[src/rtl/ccd_phase_sequencer_pkg.sv]
//==============================================================================
// Module  : ccd_seq_pkg
// Brief   : Shared types and quarter-length helper for the CCD phase sequencer.
// Revision: 1.0
//==============================================================================
`default_nettype none

package ccd_seq_pkg;

    typedef enum logic [1:0] {
        IDLE   = 2'd0,
        PRECHG = 2'd1,
        SHIFT  = 2'd2,
        DONE   = 2'd3
    } state_t;

    typedef logic [1:0] quarter_t;

    localparam int unsigned FSEL_MAX = 15;

    // Quarter length in clocks, with the select clamped up to fsel_min.
    function automatic logic [15:0] q_len(input logic [3:0] f_select,
                                          input int unsigned fsel_min);
        logic [3:0] eff;
        eff = (32'(f_select) < fsel_min) ? 4'(fsel_min) : f_select;
        return 16'd1 << eff;
    endfunction

endpackage

`default_nettype wire

[src/rtl/ccd_phase_sequencer_if.sv]
//==============================================================================
// Module  : ccd_phase_sequencer_if
// Brief   : Control/status and clock-phase bundle; abort exists only when
//           CCD_PHASE_SEQ_ABORT_EN is defined.
// Revision: 1.0
//==============================================================================
`default_nettype none

interface ccd_phase_sequencer_if #(
    parameter int unsigned PIX_W = 12
);
    logic             start;
    logic [3:0]       f_select;
    logic [PIX_W-1:0] n_pixels;
`ifdef CCD_PHASE_SEQ_ABORT_EN
    logic             abort;
`endif
    logic             busy;
    logic             done;
    logic [PIX_W-1:0] pix_cnt;
    logic             phi_p;
    logic             phi_l1;
    logic             phi_l2;
    logic             phi_r;

    modport master (
        output start, f_select, n_pixels,
`ifdef CCD_PHASE_SEQ_ABORT_EN
        output abort,
`endif
        input  busy, done, pix_cnt, phi_p, phi_l1, phi_l2, phi_r
    );

    modport slave (
        input  start, f_select, n_pixels,
`ifdef CCD_PHASE_SEQ_ABORT_EN
        input  abort,
`endif
        output busy, done, pix_cnt, phi_p, phi_l1, phi_l2, phi_r
    );

endinterface

`default_nettype wire

[src/rtl/ccd_phase_sequencer_quarter_timer.sv]
//==============================================================================
// Module  : ccd_quarter_timer
// Brief   : Counts Q-cycle quarters; emits tick, quarter index and dead window.
// Revision: 1.0
//==============================================================================
`default_nettype none

module ccd_quarter_timer
    import ccd_seq_pkg::*;
#(
    parameter int unsigned FSEL_MIN = 2,
    parameter int unsigned DEAD_CYC = 1
) (
    input  wire logic       start_clk,
    input  wire logic       rst,
    input  wire logic       clear,
    input  wire logic [3:0] f_sel,
    output logic            quarter_tick,
    output quarter_t        quarter,
    output logic            dead
);

    logic [14:0] r_cnt;
    quarter_t    r_quarter;
    logic [15:0] w_q_last;

    assign w_q_last     = q_len(f_sel, FSEL_MIN) - 16'd1;
    assign quarter_tick = ({1'b0, r_cnt} == w_q_last);
    assign dead         = ({17'd0, r_cnt} < DEAD_CYC);
    assign quarter      = r_quarter;

    always_ff @(posedge start_clk) begin
        if (rst || clear) begin
            r_cnt     <= '0;
            r_quarter <= '0;
        end else if (quarter_tick) begin
            r_cnt     <= '0;
            r_quarter <= r_quarter + 2'd1;
        end else begin
            r_cnt     <= r_cnt + 15'd1;
        end
    end

endmodule

`default_nettype wire

[src/rtl/ccd_phase_sequencer.sv]
//==============================================================================
// Module  : ccd_phase_sequencer
// Brief   : Frame-based CCD clock-phase generator (precharge, N pixel shifts,
//           done). Optional abort input under CCD_PHASE_SEQ_ABORT_EN.
// Revision: 1.0
//==============================================================================
`default_nettype none

module ccd_phase_sequencer
    import ccd_seq_pkg::*;
#(
    parameter int unsigned PIX_W    = 12,
    parameter int unsigned FSEL_MIN = 2,
    parameter int unsigned DEAD_CYC = 1
) (
    input  wire logic               start_clk,
    input  wire logic               rst,
    ccd_phase_sequencer_if.slave    bus
);

    localparam logic [1:0] c_st_idle   = IDLE;
    localparam logic [1:0] c_st_prechg = PRECHG;
    localparam logic [1:0] c_st_shift  = SHIFT;
    localparam logic [1:0] c_st_done   = DONE;

    generate
        if (DEAD_CYC >= (32'd1 << FSEL_MIN)) begin : g_dead_chk
            $error("DEAD_CYC must be smaller than the minimum quarter length");
        end
        if (FSEL_MIN > FSEL_MAX) begin : g_fsel_chk
            $error("FSEL_MIN exceeds FSEL_MAX");
        end
    endgenerate

    logic [1:0]       r_state;
    logic [3:0]       r_fsel;
    logic [PIX_W-1:0] r_npix;
    logic [PIX_W-1:0] r_pix;
    logic             r_abort_pend;

    logic             w_abort;
    logic             w_end_req;
    logic             w_tick;
    logic             w_dead;
    logic             w_clear;
    logic             w_shift;
    quarter_t         w_qtr;

`ifdef CCD_PHASE_SEQ_ABORT_EN
    assign w_abort = bus.abort;
`else
    assign w_abort = 1'b0;
`endif

    // A same-cycle abort counts too, so an abort landing on a boundary is not lost.
    assign w_end_req = r_abort_pend | w_abort;
    assign w_shift   = (r_state == c_st_shift);
    assign w_clear   = (r_state == c_st_idle) || (r_state == c_st_done) ||
                       ((r_state == c_st_prechg) && w_tick);

    ccd_quarter_timer #(
        .FSEL_MIN (FSEL_MIN),
        .DEAD_CYC (DEAD_CYC)
    ) u_timer (
        .start_clk    (start_clk),
        .rst          (rst),
        .clear        (w_clear),
        .f_sel        (r_fsel),
        .quarter_tick (w_tick),
        .quarter      (w_qtr),
        .dead         (w_dead)
    );

    always_ff @(posedge start_clk) begin
        if (rst) begin
            r_state      <= c_st_idle;
            r_fsel       <= '0;
            r_npix       <= '0;
            r_pix        <= '0;
            r_abort_pend <= 1'b0;
        end else begin
            case (r_state)
                c_st_idle: begin
                    if (bus.start) begin
                        r_fsel       <= bus.f_select;
                        r_npix       <= bus.n_pixels;
                        r_pix        <= '0;
                        r_abort_pend <= 1'b0;
                        r_state      <= c_st_prechg;
                    end
                end
                c_st_prechg: begin
                    if (w_abort) r_abort_pend <= 1'b1;
                    if (w_tick) begin
                        r_state <= ((r_npix == '0) || w_end_req) ? c_st_done : c_st_shift;
                    end
                end
                c_st_shift: begin
                    if (w_abort) r_abort_pend <= 1'b1;
                    if (w_tick && (w_qtr == 2'd3)) begin
                        if ((r_pix == r_npix - PIX_W'(1)) || w_end_req) begin
                            r_state <= c_st_done;
                        end else begin
                            r_pix <= r_pix + PIX_W'(1);
                        end
                    end
                end
                c_st_done: r_state <= c_st_idle;
                default:   r_state <= c_st_idle;
            endcase
        end
    end

    // Outputs are a registered decode of the state/timer, one cycle behind.
    always_ff @(posedge start_clk) begin
        if (rst) begin
            bus.busy    <= 1'b0;
            bus.done    <= 1'b0;
            bus.pix_cnt <= '0;
            bus.phi_p   <= 1'b0;
            bus.phi_l1  <= 1'b0;
            bus.phi_l2  <= 1'b0;
            bus.phi_r   <= 1'b0;
        end else begin
            bus.busy    <= (r_state != c_st_idle);
            bus.done    <= (r_state == c_st_done);
            bus.pix_cnt <= r_pix;
            bus.phi_p   <= (r_state == c_st_prechg);
            bus.phi_r   <= w_shift && (w_qtr == 2'd0);
            bus.phi_l2  <= w_shift && (((w_qtr == 2'd0) && !w_dead) || (w_qtr == 2'd1));
            bus.phi_l1  <= w_shift && (((w_qtr == 2'd2) && !w_dead) || (w_qtr == 2'd3));
        end
    end

endmodule

`default_nettype wire

[src/flat_wrapper.sv]
// flat-port wrapper written by rule: the top's interface ports become plain ports
module ccd_phase_sequencer_flat import ccd_seq_pkg::*;
#(
    parameter int unsigned PIX_W    = 12,
    parameter int unsigned FSEL_MIN = 2,
    parameter int unsigned DEAD_CYC = 1
)
  (start_clk, rst, bus_start, bus_f_select, bus_n_pixels, bus_busy, bus_done, bus_pix_cnt, bus_phi_p, bus_phi_l1, bus_phi_l2, bus_phi_r);
  ccd_phase_sequencer_if #(.PIX_W(PIX_W)) bus_i ();
  input  wire logic start_clk;
  input  wire logic rst;
  input wire logic [$bits(bus_i.start)-1:0] bus_start;
  input wire logic [$bits(bus_i.f_select)-1:0] bus_f_select;
  input wire logic [$bits(bus_i.n_pixels)-1:0] bus_n_pixels;
  output wire logic [$bits(bus_i.busy)-1:0] bus_busy;
  output wire logic [$bits(bus_i.done)-1:0] bus_done;
  output wire logic [$bits(bus_i.pix_cnt)-1:0] bus_pix_cnt;
  output wire logic [$bits(bus_i.phi_p)-1:0] bus_phi_p;
  output wire logic [$bits(bus_i.phi_l1)-1:0] bus_phi_l1;
  output wire logic [$bits(bus_i.phi_l2)-1:0] bus_phi_l2;
  output wire logic [$bits(bus_i.phi_r)-1:0] bus_phi_r;
  assign bus_i.start = bus_start;
  assign bus_i.f_select = bus_f_select;
  assign bus_i.n_pixels = bus_n_pixels;
  assign bus_busy = bus_i.busy;
  assign bus_done = bus_i.done;
  assign bus_pix_cnt = bus_i.pix_cnt;
  assign bus_phi_p = bus_i.phi_p;
  assign bus_phi_l1 = bus_i.phi_l1;
  assign bus_phi_l2 = bus_i.phi_l2;
  assign bus_phi_r = bus_i.phi_r;
  ccd_phase_sequencer #(.PIX_W(PIX_W), .FSEL_MIN(FSEL_MIN), .DEAD_CYC(DEAD_CYC)) u_core (.start_clk(start_clk), .rst(rst), .bus(bus_i));
endmodule
[config.mk]
export PLATFORM = sky130hd
export DESIGN_NAME = ccd_phase_sequencer_flat
export DESIGN_NICKNAME = d
export VERILOG_FILES = /design/src/rtl/ccd_phase_sequencer_pkg.sv /design/src/rtl/ccd_phase_sequencer_if.sv /design/src/rtl/ccd_phase_sequencer_quarter_timer.sv /design/src/rtl/ccd_phase_sequencer.sv /design/src/flat_wrapper.sv
export SDC_FILE = /design/constraint.sdc
export NUM_CORES = 1
export LEC_CHECK = 0
export BUFFER_PORTS_ARGS = -buffer_cell sky130_fd_sc_hd__buf_2
export CAP_MARGIN = 5
export CORE_ASPECT_RATIO = 1.5
export CORE_MARGIN = 2
export CORE_UTILIZATION = 63
export CTS_BUF_LIST = sky130_fd_sc_hd__clkbuf_4 sky130_fd_sc_hd__clkbuf_8 sky130_fd_sc_hd__clkbuf_16
export DETAILED_ROUTE_END_ITERATION = 10
export GPL_ROUTABILITY_DRIVEN = 1
export PLACE_DENSITY = 0.88
export SLEW_MARGIN = 5
export SYNTH_ARGS = -nofsm -noshare
export SYNTH_HDL_FRONTEND = slang
export SYNTH_HIERARCHICAL = 1
export SYNTH_SLANG_ARGS = --single-unit
[constraint.sdc]
create_clock -name start_clk -period 9.76 [get_ports start_clk]
set_input_delay 0 -clock start_clk [delete_from_list [all_inputs] [get_ports start_clk]]
set_output_delay 0 -clock start_clk [all_outputs]
set_load 0.1 [all_outputs]
==> flow_summary.json <==
{
  "status": "completed",
  "io_pins": 37,
  "cp.required_ns": 10.05,
  "synth_ff_type": "dfxtp_1",
  "slowest_stage": "dfxtp_1",
  "gr-usage-all-layers_pct": 28.2,
  "synthesis.area_mm2": 0.00337,
  "grt_pass1_vias": 2897,
  "globalRoute.busiestLayer": "met2",
  "antenna_found_initial": 0,
  "min_from": "rst",
  "wl_mm": 7.89,
  "peakVddDrop_uv": 103,
  "initial_utilization_pct": 65.3,
  "synth-edff-count": 0,
  "cpPeakStageDelay_ns": 0.71,
  "tightest_slew_ns": 1.03,
  "fmax_ghz": 0.280,
  "maxCapViolCount": 0,
  "clock_skew_ns": 0.00732,
  "std_cell_rows": 32,
  "hold_class": "input pin to flip-flop",
  "antenna_cells": 0,
  "relSlewSlack_pct": 31.2,
  "crit_type": "flip-flop to flip-flop",
  "drtIter0Drc": 205,
  "io_buffer_count": 36,
  "final_cells": 523,
  "ys_ff_latch": 65,
  "overflow": 0,
  "critPathMaxFanout": 20,
  "coreArea_mm2": 0.00516,
  "yosysMostFrequentCell": "dfxtp_1",
  "cts_tree": "yes",
  "numClockSinks": 65,
  "clkLatencyLatePin_ns": 0.36,
  "die_w_um": 63.7,
  "cts_max_level": 3,
  "vias_per_cell": 5.88,
  "total_power_mw": 0.830,
  "die_h_um": 93.6,
  "vias": 3077,
  "avgSynthCellArea_um2": 8.21,
  "dp_cells": 491,
  "r2r_start": "u_core/r_fsel[3]",
  "use_met1_pct": 28.9,
  "worstSetupStartpoint": "u_core/r_fsel[3]",
  "ant_nets": 0,
  "drive_gt1_share_pct": 13.2,
  "firstDrtPassIters": 5,
  "place.gp.congestion": 0.932,
  "synthTopCellsByArea": "dfxtp_1, nand2_1, xnor2_1, a21oi_1, xor2_1",
  "path_delay_family": "simple AND/OR/NAND/NOR gates",
  "crit_arrival_ns": 3.87,
  "setup_viol": 0,
  "end_kind": "flip-flop",
  "cp_cell_sequence": "and2_1 > a21oi_1 > or3_1 > or4_4 > nor2_1 > nand3_1 > nor2b_1 > nand2_1 > or4_1 > a21oi_1",
  "yosysTopAreaCell": "dfxtp_1",
  "min_period_over_period_pct": 36.6,
  "cts_buffers": 9,
  "yosys_warnings": 6,
  "drc_errors": 0,
  "fin_setup_tns_ns": 0,
  "place_hpwl_mm": 5.08,
  "cpMostUsedCell": "a21oi_1",
  "rsz0062_at_grt": "false",
  "post_drt_wl_per_cell_um": 15.1,
  "dpl_cell_area_mm2": 0.00352,
  "grt_max_degree": 39,
  "yosysSeqAreaShare_pct": 38.6,
  "powerDensity_mw_per_mm2": 214,
  "path_clk_slew_ns": 0.08,
  "nets": 477,
  "path_buf_inv": 0,
  "grt_pass1_wl_mm": 13.1,
  "p_leak_nw": 1.47,
  "synth_top_area_share_pct": 38.6,
  "period_needed_ns": 3.57,
  "synthCells": 411,
  "hold_violations": 0,
  "drv_slew": 0,
  "cts_setup_buffers": 0,
  "clock_path_buffers": 2,
  "cp-start-kind": "flip-flop",
  "place_ws_ns": 6.23,
  "clock-root-buffer": "clkbuf_8",
  "yosys.cell_types.count": 52,
  "worst_slack_ns": 6.19,
  "met3_usage_pct": 4.45,
  "synthArstFlopShare_pct": 0,
  "die-area_mm2": 0.00597,
  "ys_top_cells_by_count": "dfxtp_1, nand2_1, a21oi_1",
  "use_met2_pct": 51.3,
  "final_area_mm2": 0.00388,
  "syn_to_final_growth_pct": 15.0,
  "num-fill-cells": 372
}
## repair_timing
action,in CTS,in global routing
hold buffers,16,0
gates resized for setup,0,0
endpoints found under the hold margin,16,0
## per-layer routing
| layer | vias up | part of all wire, % |
|---|---|---|
| met1 | 1402 | 37 |
| met5 | - | 0 |
| met4 | 0 | 5.8 |
| met3 | 38 | 3.9 |
| met2 | 110 | 53 |
| li1 | 1527 | - |
## flip-flops by register name, indices dropped and copies added, names as in the netlist
name and flops:
u_core/bus.pix_cnt 12, u_core/bus.busy 1, u_core/r_state 2, u_core/bus.phi_p 1, u_core/u_timer/r_cnt 15, u_core/bus.phi_l2 1, u_core/bus.phi_l1 1, u_core/bus.done 1
u_core/r_pix 12, u_core/r_npix 12, u_core/bus.phi_r 1, u_core/r_fsel 4, u_core/u_timer/quarter 2
## layout make-up
type                    instances  area, µm²  share of cell area, %
well taps                      68       85.1                   2.19
flip-flops and latches         65       1300                   33.5
repair buffers                 52        340                   8.77
inverters                       9       33.8                  0.871
multi-input cells             313       1920                   49.4
clock inverters                 7       77.6                   2.00
clock buffers                   9        124                   3.19
## through the flow
stage               hold slack [ns]  util (%)
floorplan                     0.136         -
global placement              0.242      68.1
detailed placement            0.247      68.1
CTS                           0.155      75.1
global route                  0.206      75.1
finish                        0.180      75.1
## worst register-to-register path, cell delays in order, from the launching register on
cell,delay [ns]
dfxtp_1,0.71
and2_1,0.21
a21oi_1,0.06
or3_1,0.34
or4_4,0.58
nor2_1,0.20
nand3_1,0.13
nor2b_1,0.48
nand2_1,0.18
or4_1,0.48
a21oi_1,0.14
## cells by family after synthesis
group | after synthesis | synth area share [%]
other | 1 | 0.111
XOR/XNOR | 34 | 8.83
adder cells (fa/ha/maj) | 8 | 2.97
flip-flops | 65 | 38.6
buffers and inverters | 34 | 4.67
AO/OA/AOI/OAI | 79 | 15.2
AND/OR/NAND/NOR | 190 | 29.6
## path summary, 6_finish.rpt
check / end / slack, ns / depth (start not counted)
max: u_core/r_pix[10] / 6.19 / 10
min: u_core/bus.pix_cnt[7] / 0.18 / 2
max reg2reg: u_core/r_pix[10] / 6.19 / 10
min reg2reg: u_core/r_npix[11] / 0.49 / 2
## cells in the final DEF (no fill, tap or decap), drive strengths merged, types with 3 or more instances in the layout
cell	count
o211ai	3
or3	15
o21ai	16
dlygate4sd3	16
inv	11
nor2	30
nor3	11
and2	7
o31ai	4
nor2b	17
a21oi	31
ha	8
nand2	45
clkbuf	9
or4	6
nand4	9
dfxtp	65
nand2b	5
a21boi	4
nor4	9
buf	36
and3	6
nand3	22
clkinv	4
xnor2	18
xor2	16
## where the power goes
| part | switching [mW] | internal, mW |
|---|---|---|
| combinational | 0.171 | 0.101 |
| clock | 0.114 | 0.120 |
| sequential | 0.0363 | 0.288 |
Note: power is estimated with default switching activity, not from simulation.
